File: src/rtl/framebuffer_writer_pkg.sv
// Shared types for the frame store: pixel colour, default frame size and FSM states.
package framebuffer_writer_pkg;

  localparam int unsigned PIXEL_X = 8;
  localparam int unsigned PIXEL_Y = 8;
  localparam int unsigned RGB_W   = 8;

  typedef struct packed {
    logic [RGB_W-1:0] r;
    logic [RGB_W-1:0] g;
    logic [RGB_W-1:0] b;
  } Color;

  typedef enum logic {WR_FILL, WR_WAIT} wr_state_t;
  typedef enum logic {RD_IDLE, RD_STREAM} rd_state_t;

  // Counter width that stays at least one bit for degenerate sizes.
  function automatic int unsigned clog2_min1(input int unsigned n);
    return (n > 1) ? $clog2(n) : 1;
  endfunction

endpackage

File: src/rtl/framebuffer_writer_bank.sv
// One frame bank: register array with a synchronous write port and an asynchronous read port.
module framebuffer_writer_bank #(
  parameter int unsigned Depth = 64,
  parameter int unsigned Width = 24,
  parameter int unsigned AddrW = 6
) (
  input  logic             i_clk,
  input  logic             i_we,
  input  logic [AddrW-1:0] i_waddr,
  input  logic [Width-1:0] i_wdata,
  input  logic [AddrW-1:0] i_raddr,
  output logic [Width-1:0] o_rdata
);

  logic [Width-1:0] r_mem [Depth];

  always_ff @(posedge i_clk) begin
    if (i_we) begin
      r_mem[i_waddr] <= i_wdata;
    end
  end

  assign o_rdata = r_mem[i_raddr];

endmodule

File: src/rtl/framebuffer_writer.sv
// Double-buffered frame store: raster-order capture into the back bank, ready/valid scan-out
// of the front bank, swapping banks whenever a full frame meets an idle or finishing reader.
module framebuffer_writer
  import framebuffer_writer_pkg::*;
#(
  parameter int unsigned PIXEL_WIDTH  = PIXEL_X,
  parameter int unsigned PIXEL_HEIGHT = PIXEL_Y,
  parameter int unsigned RGB_WIDTH    = RGB_W,
  localparam int unsigned NPIX  = PIXEL_WIDTH * PIXEL_HEIGHT,
  localparam int unsigned IDX_W = clog2_min1(NPIX),
  localparam int unsigned X_W   = clog2_min1(PIXEL_WIDTH),
  localparam int unsigned Y_W   = clog2_min1(PIXEL_HEIGHT),
  localparam int unsigned C_W   = 3 * RGB_WIDTH
) (
  input  logic           clk,
  input  logic           reset,
  input  logic           wr_valid,
  input  logic [C_W-1:0] wr_color,
  output logic           rd_valid,
  input  logic           rd_ready,
  output logic [C_W-1:0] rd_color,
  output logic [X_W-1:0] rd_x,
  output logic [Y_W-1:0] rd_y,
  output logic           rd_last,
  output logic           frame_done,
  output logic           overflow,
  output logic [15:0]    drop_count
);

  localparam logic [IDX_W-1:0] LastIdx = IDX_W'(NPIX - 1);
  localparam logic [X_W-1:0]   LastX   = X_W'(PIXEL_WIDTH - 1);

  wr_state_t        r_wr_state;
  rd_state_t        r_rd_state;
  logic             r_wb;
  logic [IDX_W-1:0] r_wi;
  logic [IDX_W-1:0] r_ri;
  logic [X_W-1:0]   r_x;
  logic [Y_W-1:0]   r_y;
  logic             r_frame_done;
  logic             r_overflow;
  logic [15:0]      r_drop_count;

  logic             w_wr_fill;
  logic             w_wr_last;
  logic             w_frame_ready;
  logic             w_rd_last_hs;
  logic             w_swap;
  logic [C_W-1:0]   w_rdata0;
  logic [C_W-1:0]   w_rdata1;
  logic [C_W-1:0]   w_front;

  assign w_wr_fill     = (r_wr_state == WR_FILL) && wr_valid;
  assign w_wr_last     = w_wr_fill && (r_wi == LastIdx);
  assign w_frame_ready = (r_wr_state == WR_WAIT) || w_wr_last;
  assign w_rd_last_hs  = (r_rd_state == RD_STREAM) && rd_ready && (r_ri == LastIdx);
  // A finishing reader hands its bank over in the same cycle, so back-to-back frames have no gap.
  assign w_swap        = w_frame_ready && ((r_rd_state == RD_IDLE) || w_rd_last_hs);

  framebuffer_writer_bank #(
    .Depth (NPIX),
    .Width (C_W),
    .AddrW (IDX_W)
  ) u_bank0 (
    .i_clk   (clk),
    .i_we    (w_wr_fill && !r_wb),
    .i_waddr (r_wi),
    .i_wdata (wr_color),
    .i_raddr (r_ri),
    .o_rdata (w_rdata0)
  );

  framebuffer_writer_bank #(
    .Depth (NPIX),
    .Width (C_W),
    .AddrW (IDX_W)
  ) u_bank1 (
    .i_clk   (clk),
    .i_we    (w_wr_fill && r_wb),
    .i_waddr (r_wi),
    .i_wdata (wr_color),
    .i_raddr (r_ri),
    .o_rdata (w_rdata1)
  );

  // Writer FSM.
  always_ff @(posedge clk or posedge reset) begin
    if (reset) begin
      r_wr_state   <= WR_FILL;
      r_wb         <= 1'b0;
      r_wi         <= '0;
      r_frame_done <= 1'b0;
      r_overflow   <= 1'b0;
      r_drop_count <= '0;
    end else begin
      r_frame_done <= 1'b0;
      unique case (r_wr_state)
        WR_FILL: begin
          if (wr_valid) begin
            if (r_wi == LastIdx) begin
              r_wi         <= '0;
              r_frame_done <= 1'b1;
              if (w_swap) begin
                r_wb <= ~r_wb;
              end else begin
                r_wr_state <= WR_WAIT;
              end
            end else begin
              r_wi <= r_wi + 1'b1;
            end
          end
        end
        WR_WAIT: begin
          if (wr_valid) begin
            r_overflow <= 1'b1;
            if (r_drop_count != 16'hFFFF) begin
              r_drop_count <= r_drop_count + 16'd1;
            end
          end
          if (w_swap) begin
            r_wb       <= ~r_wb;
            r_wr_state <= WR_FILL;
          end
        end
        default: r_wr_state <= WR_FILL;
      endcase
    end
  end

  // Reader FSM; x/y track ri in raster order so no divider is needed.
  always_ff @(posedge clk or posedge reset) begin
    if (reset) begin
      r_rd_state <= RD_IDLE;
      r_ri       <= '0;
      r_x        <= '0;
      r_y        <= '0;
    end else begin
      unique case (r_rd_state)
        RD_IDLE: begin
          if (w_swap) begin
            r_rd_state <= RD_STREAM;
            r_ri       <= '0;
            r_x        <= '0;
            r_y        <= '0;
          end
        end
        RD_STREAM: begin
          if (rd_ready) begin
            if (r_ri == LastIdx) begin
              r_ri <= '0;
              r_x  <= '0;
              r_y  <= '0;
              if (!w_swap) begin
                r_rd_state <= RD_IDLE;
              end
            end else begin
              r_ri <= r_ri + 1'b1;
              if (r_x == LastX) begin
                r_x <= '0;
                r_y <= r_y + 1'b1;
              end else begin
                r_x <= r_x + 1'b1;
              end
            end
          end
        end
        default: r_rd_state <= RD_IDLE;
      endcase
    end
  end

  assign w_front    = r_wb ? w_rdata0 : w_rdata1;
  assign rd_valid   = (r_rd_state == RD_STREAM);
  assign rd_color   = rd_valid ? w_front : '0;
  assign rd_x       = r_x;
  assign rd_y       = r_y;
  assign rd_last    = rd_valid && (r_ri == LastIdx);
  assign frame_done = r_frame_done;
  assign overflow   = r_overflow;
  assign drop_count = r_drop_count;

endmodule
File: config.mk
export PLATFORM = sky130hd
export DESIGN_NAME = framebuffer_writer
export DESIGN_NICKNAME = d
export VERILOG_FILES = /design/src/rtl/framebuffer_writer_pkg.sv /design/src/rtl/framebuffer_writer_bank.sv /design/src/rtl/framebuffer_writer.sv
export SDC_FILE = /design/constraint.sdc
export NUM_CORES = 2
export LEC_CHECK = 0
export ABC_AREA = 0
export CAP_MARGIN = 20
export CORE_AREA = 5 5 496 498
export CTS_CLUSTER_DIAMETER = 30
export DETAILED_ROUTE_END_ITERATION = 8
export DIE_AREA = 0 0 501 503
export DONT_BUFFER_PORTS = 1
export PLACE_DENSITY = 0.69
export SLEW_MARGIN = 20
export SYNTH_ARGS = -nofsm -noshare
export SYNTH_HDL_FRONTEND = slang
export SYNTH_SLANG_ARGS = --single-unit
File: constraint.sdc
create_clock -name clk -period 4.4 [get_ports clk]
set_input_delay 1.1 -clock clk [delete_from_list [all_inputs] [get_ports clk]]
set_output_delay 1.1 -clock clk [all_outputs]
set_load 0.01 [all_outputs]
==> flow_summary.yaml <==
run:
  max-cap-violations: 0
synthesis:
  syn_avg_cell_area_um2: 20.82
  synth-edff-count: 3072
  ys_ff_latch: 3111
  async_flop_share: 0.01254
  yosys_warnings: 0
  synthCells: 5750
  synth_top_area_frac: 0.7704
  netlist_area_um2: 119700
  seq_area_frac_synth: 0.7786
  synth_top_cell_by_area: "edfxtp_1"
  netlist_top_cells_area: "edfxtp_1 (77%), mux4_2 (12%), mux2i_1 (3.0%)"
  yosys-top-cells-count: "edfxtp_1 (3072), mux4_2 (625), nand3_1 (521), mux2i_1 (356), nor2_1 (211)"
  ys_types: 47
  syn_nets: 5784
  synth_top_flop_cell: "edfxtp_1"
  synth.most_common_cell: "edfxtp_1"
clock_network:
  cts_root_buf: "clkbuf_16"
  holdBufCountCts: 0
  cts_buffers: 537
  clk_pin_slew_ps: 50
  cts_tree: "done"
  cts_max_level: 6
  cts.sinks: 3111
  clkLatencyLatePin_ps: 960
  clockBufferDepth: 4
placement:
  post-dp-hpwl_mm: 178.7
  gp_congestion: 0.8554
  placed_area_um2: 127100
  io_buffers: 0
  dp_cells: 9075
worst_setup_path:
  cp_top_family: "simple AND/OR/NAND/NOR gates"
  cp_num_buf_inv: 4
  setup.worst_path.end: "rd_color[10]"
  r2r_end: "u_bank0.r_mem[37][2]$_DFFE_PP_"
  max_stage_delay_ps: 700
  ff2ff_setup_slack_ps: 990
  path_cells: "buf_12, buf_16, mux4_2, nand3_2, nand4_1, nor4_4, buf_4, a41oi_4, buf_6"
  ff2ff_path_depth: 4
  cp_max_fo: 64
  r2r_start: "r_wi[2]$_DFFE_PP0N_"
  worst-path-stages: 9
  crit_path_start_kind: "register"
  crit_slowest_cell: "nor4_4"
  cp-startpoint: "r_ri[1]$_DFFE_PP0P_"
  crit_required_ps: 3300
  end_kind: "output pin"
  critical_path_class: "reg2out"
  arrival_ps: 4260
floorplan:
  initial_utilization: 0.4955
  dieWidth_um: 501
  die_h_um: 503
  num_rows: 181
  coreArea_um2: 241600
  io_pins: 78
  dieArea_um2: 252000
final_layout:
  nets: 6553
  fin_util: 0.6113
  fin_cells: 10140
  synthToLayoutAreaGrowth_pct: 23.36
  final_area_um2: 147700
  n_fill_cell: 15920
  drive_gt1_frac: 0.3308
timing:
  final-hold-violation-count: 0
  layout_setup_ws_ps: -957.9
  fin_crit_ps: 5358
  clock_skew_ps: 77.61
  setup_viol: 25
  rsz0062_at_grt: "true"
  slew_headroom: 0.3198
  worst_pin_slew_ps: 1020
  clock.fmax_mhz: 186.6
  min_period_over_period: 1.218
  drv_slew: 0
  whs_ps: 243.6
global_routing:
  grt_overflow: 0
  grt_usage: 0.2650
  grt_max_degree: 129
  antenna_found_initial: 9
  grt_pass1_vias: 65980
  grt_pass1_wl_mm: 477.4
hold_path:
  hold_path.class: "in2async"
route:
  drc: 0
  dr.first_iter.drc_count: 9364
  dr.pass1.iters: 8
  post_drt_wl_per_cell_um: 33.08
  ant_nets: 0
  num_vias: 64820
  routed_wl_mm: 335.5
  vias_per_cell: 6.391
pwr:
  peakVddDrop_uv: 443.9
  leakage_nw: 46.40
  power-per-cell-area_nw_per_um2: 528.2
  finalPower_mw: 78.02
outcome:
  violations: "negative setup slack"
  status: "complete, but fails checks"
[metrics by stage]
stage               worst slack, ps  TNS [ps]
CTS                          -899.3    -19230
global route                 -986.7    -20710
finish                       -957.9    -19540
detailed placement           -494.7     -3209
floorplan                     956.6         0
global placement             -750.8     -4189
[what timing repair did]
action | CTS | global route
resized for setup | 177 | 51
pin swaps | 61 | 34
cloned | 16 | 3
endpoints found under the hold margin | 0 | 0
setup buffers | 61 | 31
setup endpoints to repair | 24 | 25
[report_power, final]
part	total, mW	switching [mW]	leakage [nW]	internal, mW
registers	33.3	0.170	28.1	33.1
clock network	41.4	14.2	8.67	27.2
logic	3.37	1.81	9.59	1.56
total	78.0	16.2	46.4	61.9
[registers in the layout, indices dropped and copies added (netlist names), 3 cells and up]
signal,flops
r_ri,6
r_wi,6
drop_count,16
u_bank1.r_mem,1536
rd_x,3
rd_y,3
u_bank0.r_mem,1536
[worst min path at each step]
stage	startpoint	end	slack, ps	depth (start not counted)
floorplan	overflow$_DFFE_PP0P_	overflow$_DFFE_PP0P_	500	1
global placement	drop_count[14]$_DFFE_PP0P_	drop_count[14]$_DFFE_PP0P_	540	1
detailed placement	drop_count[14]$_DFFE_PP0P_	drop_count[14]$_DFFE_PP0P_	560	1
CTS	reset	drop_count[7]$_DFFE_PP0P_	200	1
global route	wr_color[0]	u_bank0.r_mem[36][0]$_DFFE_PP_	240	0
finish	reset	drop_count[7]$_DFFE_PP0P_	240	1
[layout make-up]
class,instances,area [µm²],area share
clock inverter,342,3963,0.02683
inverter,11,41.29,0.0002795
clock buffer,612,14090,0.09538
tap,3202,4006,0.02712
timing repair buffer,594,6412,0.04341
sequential,3111,93240,0.6312
multi-input combinational,2264,25950,0.1757
antenna,6,15.01,0.0001016
[cells by family after synthesis]
group                      synth area share
AOI/OAI and AO/OA                   0.01367
DFF                                  0.7786
buffers and inverters               0.01458
muxes                                0.1476
and+or+nand+nor                     0.04365
adders and majority gates         0.0006269
xor gates and xnor gates           0.001317
[cell usage in the layout, fill, tap and decap left out, types with 10 or more instances in the layout]
| cell type | Yosys | final |
|---|---|---|
| edfxtp_1 | 3072 | 3072 |
| mux4_2 | 625 | 625 |
| clkbuf_16 | 0 | 555 |
| nand3_1 | 521 | 490 |
| buf_4 | 38 | 431 |
| mux2i_1 | 356 | 351 |
| a22oi_1 | 142 | 142 |
| nor2_2 | 1 | 131 |
| nand4_1 | 124 | 124 |
| buf_12 | 0 | 82 |
| nor2_1 | 211 | 77 |
| clkinv_1 | 0 | 71 |
| bufinv_16 | 0 | 71 |
| clkinv_2 | 0 | 68 |
| clkinvlp_4 | 0 | 57 |
| clkbuf_1 | 153 | 55 |
| nand2_1 | 40 | 40 |
| buf_6 | 1 | 39 |
| dfrtp_1 | 39 | 35 |
| and3_1 | 32 | 31 |
| nand3_2 | 0 | 31 |
| inv_6 | 0 | 30 |
| clkinv_4 | 0 | 29 |
| a31oi_1 | 26 | 25 |
| buf_16 | 0 | 25 |
| nor4_4 | 0 | 20 |
| o21ai_0 | 17 | 17 |
| nor4_2 | 0 | 15 |
| a41oi_1 | 26 | 14 |
| xnor2_1 | 14 | 14 |
| nor4_1 | 47 | 12 |
| or3_1 | 10 | 10 |
[per-layer routing]
layer | global-route usage | routed length [µm] | up-vias
met3 | 0.07559 | 40110 | 818
met4 | 0.1285 | 17320 | 4
li1 | - | - | 25750
met2 | 0.4180 | 160800 | 4390
met1 | 0.3422 | 117100 | 33860
met5 | 0 | 167 | -
(Power assumes the default switching activity.)
